### config.mk
export PLATFORM = sky130hd
export DESIGN_NAME = spi_peripheral_word
export DESIGN_NICKNAME = d
export VERILOG_FILES = /design/src/rtl/spi_peripheral_word.sv
export SDC_FILE = /design/constraint.sdc
export NUM_CORES = 1
export LEC_CHECK = 0
export BUFFER_PORTS_ARGS = -buffer_cell sky130_fd_sc_hd__buf_2
export CAP_MARGIN = 20
export CELL_PAD_IN_SITES_DETAIL_PLACEMENT = 1
export CELL_PAD_IN_SITES_GLOBAL_PLACEMENT = 1
export CORE_ASPECT_RATIO = 2
export CORE_MARGIN = 2
export CORE_UTILIZATION = 41
export DETAILED_ROUTE_END_ITERATION = 6
export PLACE_DENSITY_LB_ADDON = 0.1
export SLEW_MARGIN = 20
export SYNTH_ARGS = -nofsm -noshare
export SYNTH_HDL_FRONTEND = slang
export SYNTH_SLANG_ARGS = --single-unit
export TNS_END_PERCENT = 50
### constraint.sdc
create_clock -name clk -period 1.4 [get_ports clk]
set_input_delay 0.35 -clock clk [delete_from_list [all_inputs] [get_ports clk]]
set_output_delay 0.35 -clock clk [all_outputs]
set_load 0.02 [all_outputs]
### src/rtl/spi_peripheral_word.sv
// spi_peripheral_word
//   SPI peripheral (target) with a configurable word width, any of the four
//   SPI modes, and back-to-back words inside one chip-select window. Words are
//   sent and received MSB first.
//
//   A one-entry transmit holding register (tx_data/tx_valid/tx_ready) feeds
//   the shifter. Each received word appears on rx_data with a one-cycle
//   rx_valid strobe. There is no backpressure on the receive side.
//
//   Parameters:
//     WIDTH        bits per word (>= 4)
//     CPOL         SCK idle level
//     CPHA         0: sample on leading edge, shift on trailing edge
//                  1: shift on leading edge, sample on trailing edge
//     SYNC_STAGES  synchroniser depth on sck/cs_n/copi (>= 2)
//
//   Ports:
//     clk, rst     system clock, asynchronous active-high reset
//     sck, cs_n    SPI clock and active-low chip select from the controller
//     copi         controller-out data
//     cipo         peripheral-out data, 0 while not selected
//     cipo_oe      enable for the top-level tristate (synced CS active)
//     tx_data      next word to send, accepted when tx_valid && tx_ready
//     tx_valid     tx_data valid
//     tx_ready     holding register empty
//     rx_data      last complete received word
//     rx_valid     one-cycle strobe, rx_data updated
//     tx_underrun  one-cycle strobe, a word started with the holding register empty
//
//   Optional build macro SPI_ABORT_FLAG_EN adds:
//     rx_abort     one-cycle strobe when CS drops in the middle of a word
//     abort_cnt    number of aborts seen since reset, saturating at 255
//
//   Supported SCK rate is clk/8 or slower.
module spi_peripheral_word #(
  parameter int WIDTH       = 8,
  parameter bit CPOL        = 1'b0,
  parameter bit CPHA        = 1'b0,
  parameter int SYNC_STAGES = 2
) (
  input  logic             clk,
  input  logic             rst,
  input  logic             sck,
  input  logic             cs_n,
  input  logic             copi,
  output logic             cipo,
  output logic             cipo_oe,
  input  logic [WIDTH-1:0] tx_data,
  input  logic             tx_valid,
  output logic             tx_ready,
  output logic [WIDTH-1:0] rx_data,
  output logic             rx_valid,
  output logic             tx_underrun
`ifdef SPI_ABORT_FLAG_EN
  ,
  output logic             rx_abort,
  output logic [7:0]       abort_cnt
`endif
);

  localparam int             CW   = $clog2(WIDTH);
  localparam logic [CW-1:0]  LAST = CW'(WIDTH - 1);

  logic [SYNC_STAGES-1:0] sck_p0, cs_n_p0, copi_p0, flush_p0;
  logic                   sck_s, cs_n_s, copi_s;

  logic                   sck_p1, cs_act_p1;
  logic                   armed;
  logic                   cs_act, cs_start;
  logic                   lead_edge, trail_edge, sample_edge, shift_edge;
  logic                   load;

  logic [CW-1:0]          bit_cnt;
  logic                   word_end;
  logic                   und_pend;
  logic                   hold_full;
  logic [WIDTH-1:0]       hold_data;
  logic [WIDTH-1:0]       tx_shift;
  logic [WIDTH-2:0]       rx_shift;

  // ---- stage p0: pin synchronisers ----
  // flush_p0 fills with ones after reset; once its last bit is set the
  // synchroniser contents come from the real pins rather than reset values.
  always_ff @(posedge clk or posedge rst) begin
    if (rst) begin
      sck_p0   <= {SYNC_STAGES{CPOL}};
      cs_n_p0  <= '1;
      copi_p0  <= '0;
      flush_p0 <= '0;
    end else begin
      sck_p0   <= {sck_p0[SYNC_STAGES-2:0], sck};
      cs_n_p0  <= {cs_n_p0[SYNC_STAGES-2:0], cs_n};
      copi_p0  <= {copi_p0[SYNC_STAGES-2:0], copi};
      flush_p0 <= {flush_p0[SYNC_STAGES-2:0], 1'b1};
    end
  end

  assign sck_s  = sck_p0[SYNC_STAGES-1];
  assign cs_n_s = cs_n_p0[SYNC_STAGES-1];
  assign copi_s = copi_p0[SYNC_STAGES-1];

  // After a reset the block stays deaf until CS has been seen inactive,
  // so a reset in the middle of a window cannot restart a half-sent word.
  assign cs_act   = armed & ~cs_n_s;
  assign cs_start = cs_act & ~cs_act_p1;

  // ---- stage p1: edge detection against the registered synced SCK ----
  assign lead_edge   = (sck_p1 == CPOL) && (sck_s != CPOL);
  assign trail_edge  = (sck_p1 != CPOL) && (sck_s == CPOL);
  assign sample_edge = cs_act && (CPHA ? trail_edge : lead_edge);
  assign shift_edge  = cs_act && (CPHA ? lead_edge : trail_edge);

  // CPHA=0 needs the first bit on the wire before any SCK edge, so the first
  // word loads at CS assertion and each following word loads on the shift
  // edge that closes the previous word. CPHA=1 loads on the leading edge of
  // every word.
  always_comb begin
    load = 1'b0;
    if (CPHA) load = shift_edge && (bit_cnt == '0);
    else      load = cs_start || (shift_edge && word_end);
  end

  always_ff @(posedge clk or posedge rst) begin
    if (rst) begin
      sck_p1      <= CPOL;
      cs_act_p1   <= 1'b0;
      armed       <= 1'b0;
      bit_cnt     <= '0;
      word_end    <= 1'b0;
      und_pend    <= 1'b0;
      hold_full   <= 1'b0;
      rx_data     <= '0;
      rx_valid    <= 1'b0;
      tx_underrun <= 1'b0;
    end else begin
      sck_p1      <= sck_s;
      cs_act_p1   <= cs_act;
      rx_valid    <= 1'b0;
      tx_underrun <= 1'b0;
      if (flush_p0[SYNC_STAGES-1] && cs_n_s) armed <= 1'b1;

      if (!cs_act) begin
        bit_cnt  <= '0;
        word_end <= 1'b0;
        und_pend <= 1'b0;
      end else begin
        if (sample_edge) begin
          if (bit_cnt == LAST) begin
            bit_cnt  <= '0;
            rx_data  <= {rx_shift, copi_s};
            rx_valid <= 1'b1;
            word_end <= 1'b1;
          end else begin
            bit_cnt <= bit_cnt + 1'b1;
          end
          if (und_pend) begin
            tx_underrun <= 1'b1;
            und_pend    <= 1'b0;
          end
        end
        // With CPHA=0 the closing reload also happens after the final word
        // of a window, so an empty load is reported only once the word
        // actually starts (its first sample); a CS release cancels it.
        if (load) begin
          word_end <= 1'b0;
          if (!hold_full) begin
            if (CPHA) tx_underrun <= 1'b1;
            else      und_pend    <= 1'b1;
          end
        end
      end

      if (load && hold_full)            hold_full <= 1'b0;
      else if (tx_valid && !hold_full)  hold_full <= 1'b1;
    end
  end

  // ---- stage p1: data shifters and holding register (no reset needed) ----
  always_ff @(posedge clk) begin
    if (!cs_act)         tx_shift <= '0;
    else if (load)       tx_shift <= hold_full ? hold_data : '0;
    else if (shift_edge) tx_shift <= {tx_shift[WIDTH-2:0], 1'b0};

    if (sample_edge) rx_shift <= {rx_shift[WIDTH-3:0], copi_s};

    if (tx_valid && !hold_full) hold_data <= tx_data;
  end

  assign tx_ready = ~hold_full;
  assign cipo_oe  = cs_act;
  assign cipo     = cs_act & tx_shift[WIDTH-1];

`ifdef SPI_ABORT_FLAG_EN
  logic cs_end, abort_now;
  assign cs_end    = ~cs_act & cs_act_p1;
  assign abort_now = cs_end && (bit_cnt != '0);

  always_ff @(posedge clk or posedge rst) begin
    if (rst) begin
      rx_abort  <= 1'b0;
      abort_cnt <= '0;
    end else begin
      rx_abort <= abort_now;
      if (abort_now && (abort_cnt != 8'hFF)) abort_cnt <= abort_cnt + 8'd1;
    end
  end
`endif

endmodule

; After elaboration in Yosys (flattened, before gate mapping)
; Index checks and enable logic that the tools add are counted.
[totals]
register_bits = 50
input_bits = 14
word_cells = 66
[classes]
n_addsub = 1
n_eq_ne = 4
n_mux = 22
bitwise = 8
reduce_logical = 14
[op_table]
columns = cell, n
row1 = $mux 8, 3
row2 = $mux 1, 16
row3 = $mux 3, 3
row4 = $logic_and 1x1->1, 8
row5 = $ne 3x1->1 const B, 2
row6 = $not 1->1, 5
row7 = $reduce_bool 2->1, 2
row8 = $add 3x1->3 const B, 1
row9 = $and 1x1->1, 3
row10 = $eq 3x3->1 const B, 1
row11 = $reduce_and 3->1, 1
row12 = $ne 2x1->1 const B, 1
row13 = $reduce_and 2->1, 1
row14 = $logic_not 1->1, 1
row15 = $logic_or 1x1->1, 1

; Longest topological paths before layout
[depth]
depth_word = 7
depth_mapped = 5
mapped_depth_nobuf = 4

; Worst setup path before layout
; OpenSTA, ideal clock, no wires.
[synth_timing]
path_type = flip-flop to flip-flop
from = register bit_cnt[0]
to = register rx_data[0]
arrival_time_ns = 1.318
t_required_ns = 1.275
path_slack_ns = -0.043
stages_incl_launch_ff = 6
n_path_buf = 1
cell_sequence = dfrtp_1 -> ha_1 -> ha_1 -> and3_4 -> buf_12 -> mux2_4
[synth_via]
elab_chain_cells = 2
[synth_lines]
columns = element, line_no
row1 = "start, declared", 73  ; logic [CW-1:0] bit_cnt;
row2 = "start signal, assigned", 154  ; bit_cnt <= bit_cnt + 1'b1;
row3 = $eq 3x3->1, 148  ; if (bit_cnt == LAST) begin
row4 = $reduce_and 3->1 (no line), --
row5 = "end signal, assigned", 150  ; rx_data <= {rx_shift, copi_s};
row6 = "end, declared", 51  ; output logic [WIDTH-1:0] rx_data,
; Every way passes these cells.
; A chain may end at the register's enable or synchronous reset.

; Final worst setup path
[layout_timing]
from = register cs_n_p0[1]
to = output cipo
[layout_via]
elab_chain_cells = 3
[layout_lines]
columns = element, line_no
row1 = "start, declared", 64  ; logic [SYNC_STAGES-1:0] sck_p0, cs_n_p0, copi_p0, flush_p0;
row2 = "start signal, assigned", 92  ; cs_n_p0 <= {cs_n_p0[SYNC_STAGES-2:0], cs_n};
row3 = $not 1->1, 104  ; assign cs_act = armed & ~cs_n_s;
row4 = $and 1x1->1, 104
row5 = $and 1x1->1, 191  ; assign cipo = cs_act & tx_shift[WIDTH-1];
row6 = "end, declared", 46  ; output logic cipo,
; Every way passes these cells.

==> impl_metrics.toml <==
[clock_tree]
cts_buffers = 5
ctsHtreeMaxLevel = 2
clk_latency_ns = 0.30
clkTransAtPathRegs_ns = 0.09
cts_tree = "done"
cts_buffer_depth = 2
clock-root-buffer = "clkbuf_8"
cts_sinks = 50

[yosys]
yosysSeqAreaShare_pct = 69.13
synth_cell_types = 34
ys_seq_elements = 50
synth_cells = 131
synth.avg_cell_area_um2 = 14.23
syn-num-nets = 147
netlist_area_um2 = 1864
yosysWarningCount = 0

[route]
wl_per_cell_um = 17.23
dr.first_iter.drc_count = 16
first_pass_iters = 4
vias = 1244
drc = 0
ant_nets = 0
routed_wl_um = 4049
viasPerCell = 5.294

[critical_path]
critPathLaunch = "cs_n_p0[1]"
rrSetupSlack_ns = -0.18
r2r_start = "cs_n_p0[1]"
criticalPathCategory = "reg -> out"
timing.rr.end = "rx_data[0]"
end_kind = "output port"
startpoint_type = "flop"
crit_arrival_ns = 1.27
worstRegToRegCells = 6
path_max_fanout = 4
critPathRequiredTime_ns = 1.05

[job]
cap_violations = 0

[timing]
hold_slack_ns = 0.1383
period_minus_slack_ns = 1.620
slew_viol_final = 0
setup_viol = 10
period_share_pct = 115.7
fmax_ghz = 0.6171
setup_ws_ns = -0.2204
fin_worst_skew_ns = 0.008363
final-hold-violation-count = 0
rsz0062_at_grt = "yes"

[grt]
overflow = 0
grt_pass1_wl_um = 6465
grt_pass1_vias = 1260
grt_max_degree = 15
grt_util_all_layers_pct = 17.68
antenna_found_initial = 0

[layout]
area_growth_syn_to_layout_pct = 26.71
drive_above_1_share_pct = 43.65
fillers = 450
antenna_cells = 0
fin_nets = 196
final_util_pct = 53.91

[min_path]
hold_path_end = "cs_n_p0[0]"
holdPathStages = 1
hold_class = "in -> reg"
min_from = "cs_n"

[pwr]
p_switching_uw = 609.6
p_int_uw = 2140
leakagePower_uw = 0.001027
seqPwrFrac_pct = 58.2
p_sw_share_pct = 22.17
power_density_nw_per_um2 = 1164
vdd.ir_drop.worst_v = 0.0009022
pwr-share-comb_pct = 8.8
power_frac_clock_pct = 33.0

[placement]
gp_congestion = 0.7800
dpl.hpwl_um = 2931
io_buffers = 26

[outcome]
violations = "setup timing"
outcome = "complete, but fails checks"

[floorplanning]
core_um2 = 4382
fp.dieW_um = 51.68
ios = 27
num_rows = 34
start_util_pct = 42.55
die_h_um = 99.36
die_area_um2 = 5135
## layer usage
layer	GRT usage, %	vias up	routed length, µm
met1	16.42	614	1327
li1	-	571	-
met5	0	-	0
met4	8.300	0	170
met2	34.32	44	2405
met3	3.604	15	145
## area by class of cell
class                   instances  area, µm²  area share, %
flip-flops and latches         50       1290          54.61
repair buffers                 45      307.8          13.03
clock buffers                   8      101.3          4.290
inverters                       4      20.02         0.8475
well taps                      54      67.56          2.860
multi-input cells              74      575.6          24.36
## cells by family (layout without fill, tap and decap cells)
| family | Yosys count | after routing | synth area share (%) |
|---|---|---|---|
| other | 1 | 1 | 0.2011 |
| buffers and inverters | 8 | 57 | 2.685 |
| multiplexers | 8 | 8 | 6.443 |
| AO/OA/AOI/OAI | 19 | 19 | 7.316 |
| flip-flops | 50 | 50 | 69.13 |
| adder cells (fa/ha/maj) | 2 | 2 | 1.342 |
| AND/OR/NAND/NOR | 43 | 44 | 12.89 |
## cells in the mapped netlist
master,count,area (µm²)
a21o_1,1,7.510
a21oi_1,6,30.03
a21oi_2,1,8.760
a22oi_1,1,7.510
a311oi_1,5,43.79
and2_1,1,6.260
and3_4,1,11.26
and4bb_2,1,12.51
buf_12,1,20.02
buf_4,1,7.510
clkbuf_1,2,7.510
conb_1,1,3.750
dfrtp_1,25,625.6
dfstp_2,2,52.55
dfxtp_1,8,160.2
edfxtp_1,15,450.4
ha_1,2,25.02
inv_1,2,7.510
inv_2,2,7.510
mux2_4,8,120.1
nand2_1,14,52.55
nand2b_1,3,18.77
nand2b_4,1,13.76
nand3_1,8,40.04
nor2_1,3,11.26
nor2b_1,3,18.77
nor2b_4,1,13.76
nor3_1,5,25.02
nor4bb_1,1,10.01
o2111ai_1,1,8.760
o22a_1,1,8.760
o22ai_1,2,12.51
o32ai_1,1,8.760
or3_1,1,6.260
## stage by stage
| stage | instances | power (µW) | setup TNS, ns | setup slack, ns | instance area (µm²) |
|---|---|---|---|---|---|
| final | 235 | 2750 | -1.642 | -0.2204 | 2362 |
| after global routing | 235 | 2860 | -2.005 | -0.2680 | 2362 |
| after CTS | 230 | 2764 | -0.9001 | -0.2451 | 2280 |
| after detailed placement | 217 | 1831 | -0.1706 | -0.03132 | 2125 |
| after global placement | 217 | 1816 | 0 | 0.02653 | 2125 |
| after floorplan | 131 | 1738 | -0.04650 | -0.005813 | 1887 |
## power by group through the flow
| stage | logic [µW] | registers (µW) | clock network [µW] |
|---|---|---|---|
| 2_1_floorplan | 120 | 1620 | 0 |
| 3_5_place_dp | 192 | 1640 | 0 |
| 4_1_cts | 221 | 1600 | 945 |
| 5_1_grt | 270 | 1610 | 982 |
| 6_report | 243 | 1600 | 908 |
| 3_3_place_gp | 182 | 1630 | 0 |
## worst max-delay path by stage
stage / slack [ns] / end
finish: -0.22 / cipo
global route: -0.27 / cipo
CTS: -0.25 / cipo
detailed placement: -0.03 / rx_data[0]
global placement: 0.03 / rx_data[7]
floorplan: -0.006 / rx_data[0]
## cell usage in the layout, fill, tap and decap left out, types with 2 or more instances in the layout
cell and n:
a21oi_1 5, a21oi_2 2, a311oi_1 5, and3_4 2, buf_2 24, buf_4 16
buf_6 2, clkbuf_1 2, clkbuf_8 5, dfrtp_1 24, dfstp_2 2, dfxtp_1 8
edfxtp_1 15, inv_1 2, mux2_4 8, nand2_1 12, nand2_2 2, nand2b_1 2
nand3_1 8, nor2_1 2, nor2b_1 2, nor3_1 5, o22ai_1 2
## registers in the layout, indices dropped and copies added, names as in the netlist, 2 cells and up
| register | count |
|---|---|
| bit_cnt | 3 |
| copi_p0 | 2 |
| cs_n_p0 | 2 |
| flush_p0 | 2 |
| hold_data | 8 |
| rx_data | 8 |
| rx_shift | 7 |
| sck_p0 | 2 |
| tx_shift | 8 |
## critical path, cell delays in order, from the launching register on
cell and delay (ns):
dfstp_2 0.53, nand2b_4 0.14, inv_6 0.05, and2_4 0.13, buf_6 0.12
## what timing repair did
action / 4_1_cts / 5_1_grt
setup endpoints to repair: 11 / 14
hold endpoints to repair: 5 / 0
cloned: 1 / 0
pin swaps: 1 / 1
hold buffers: 1 / 0
resized for setup: 5 / 10
setup buffers: 3 / 5
Note: power is estimated with default switching activity, not from simulation.
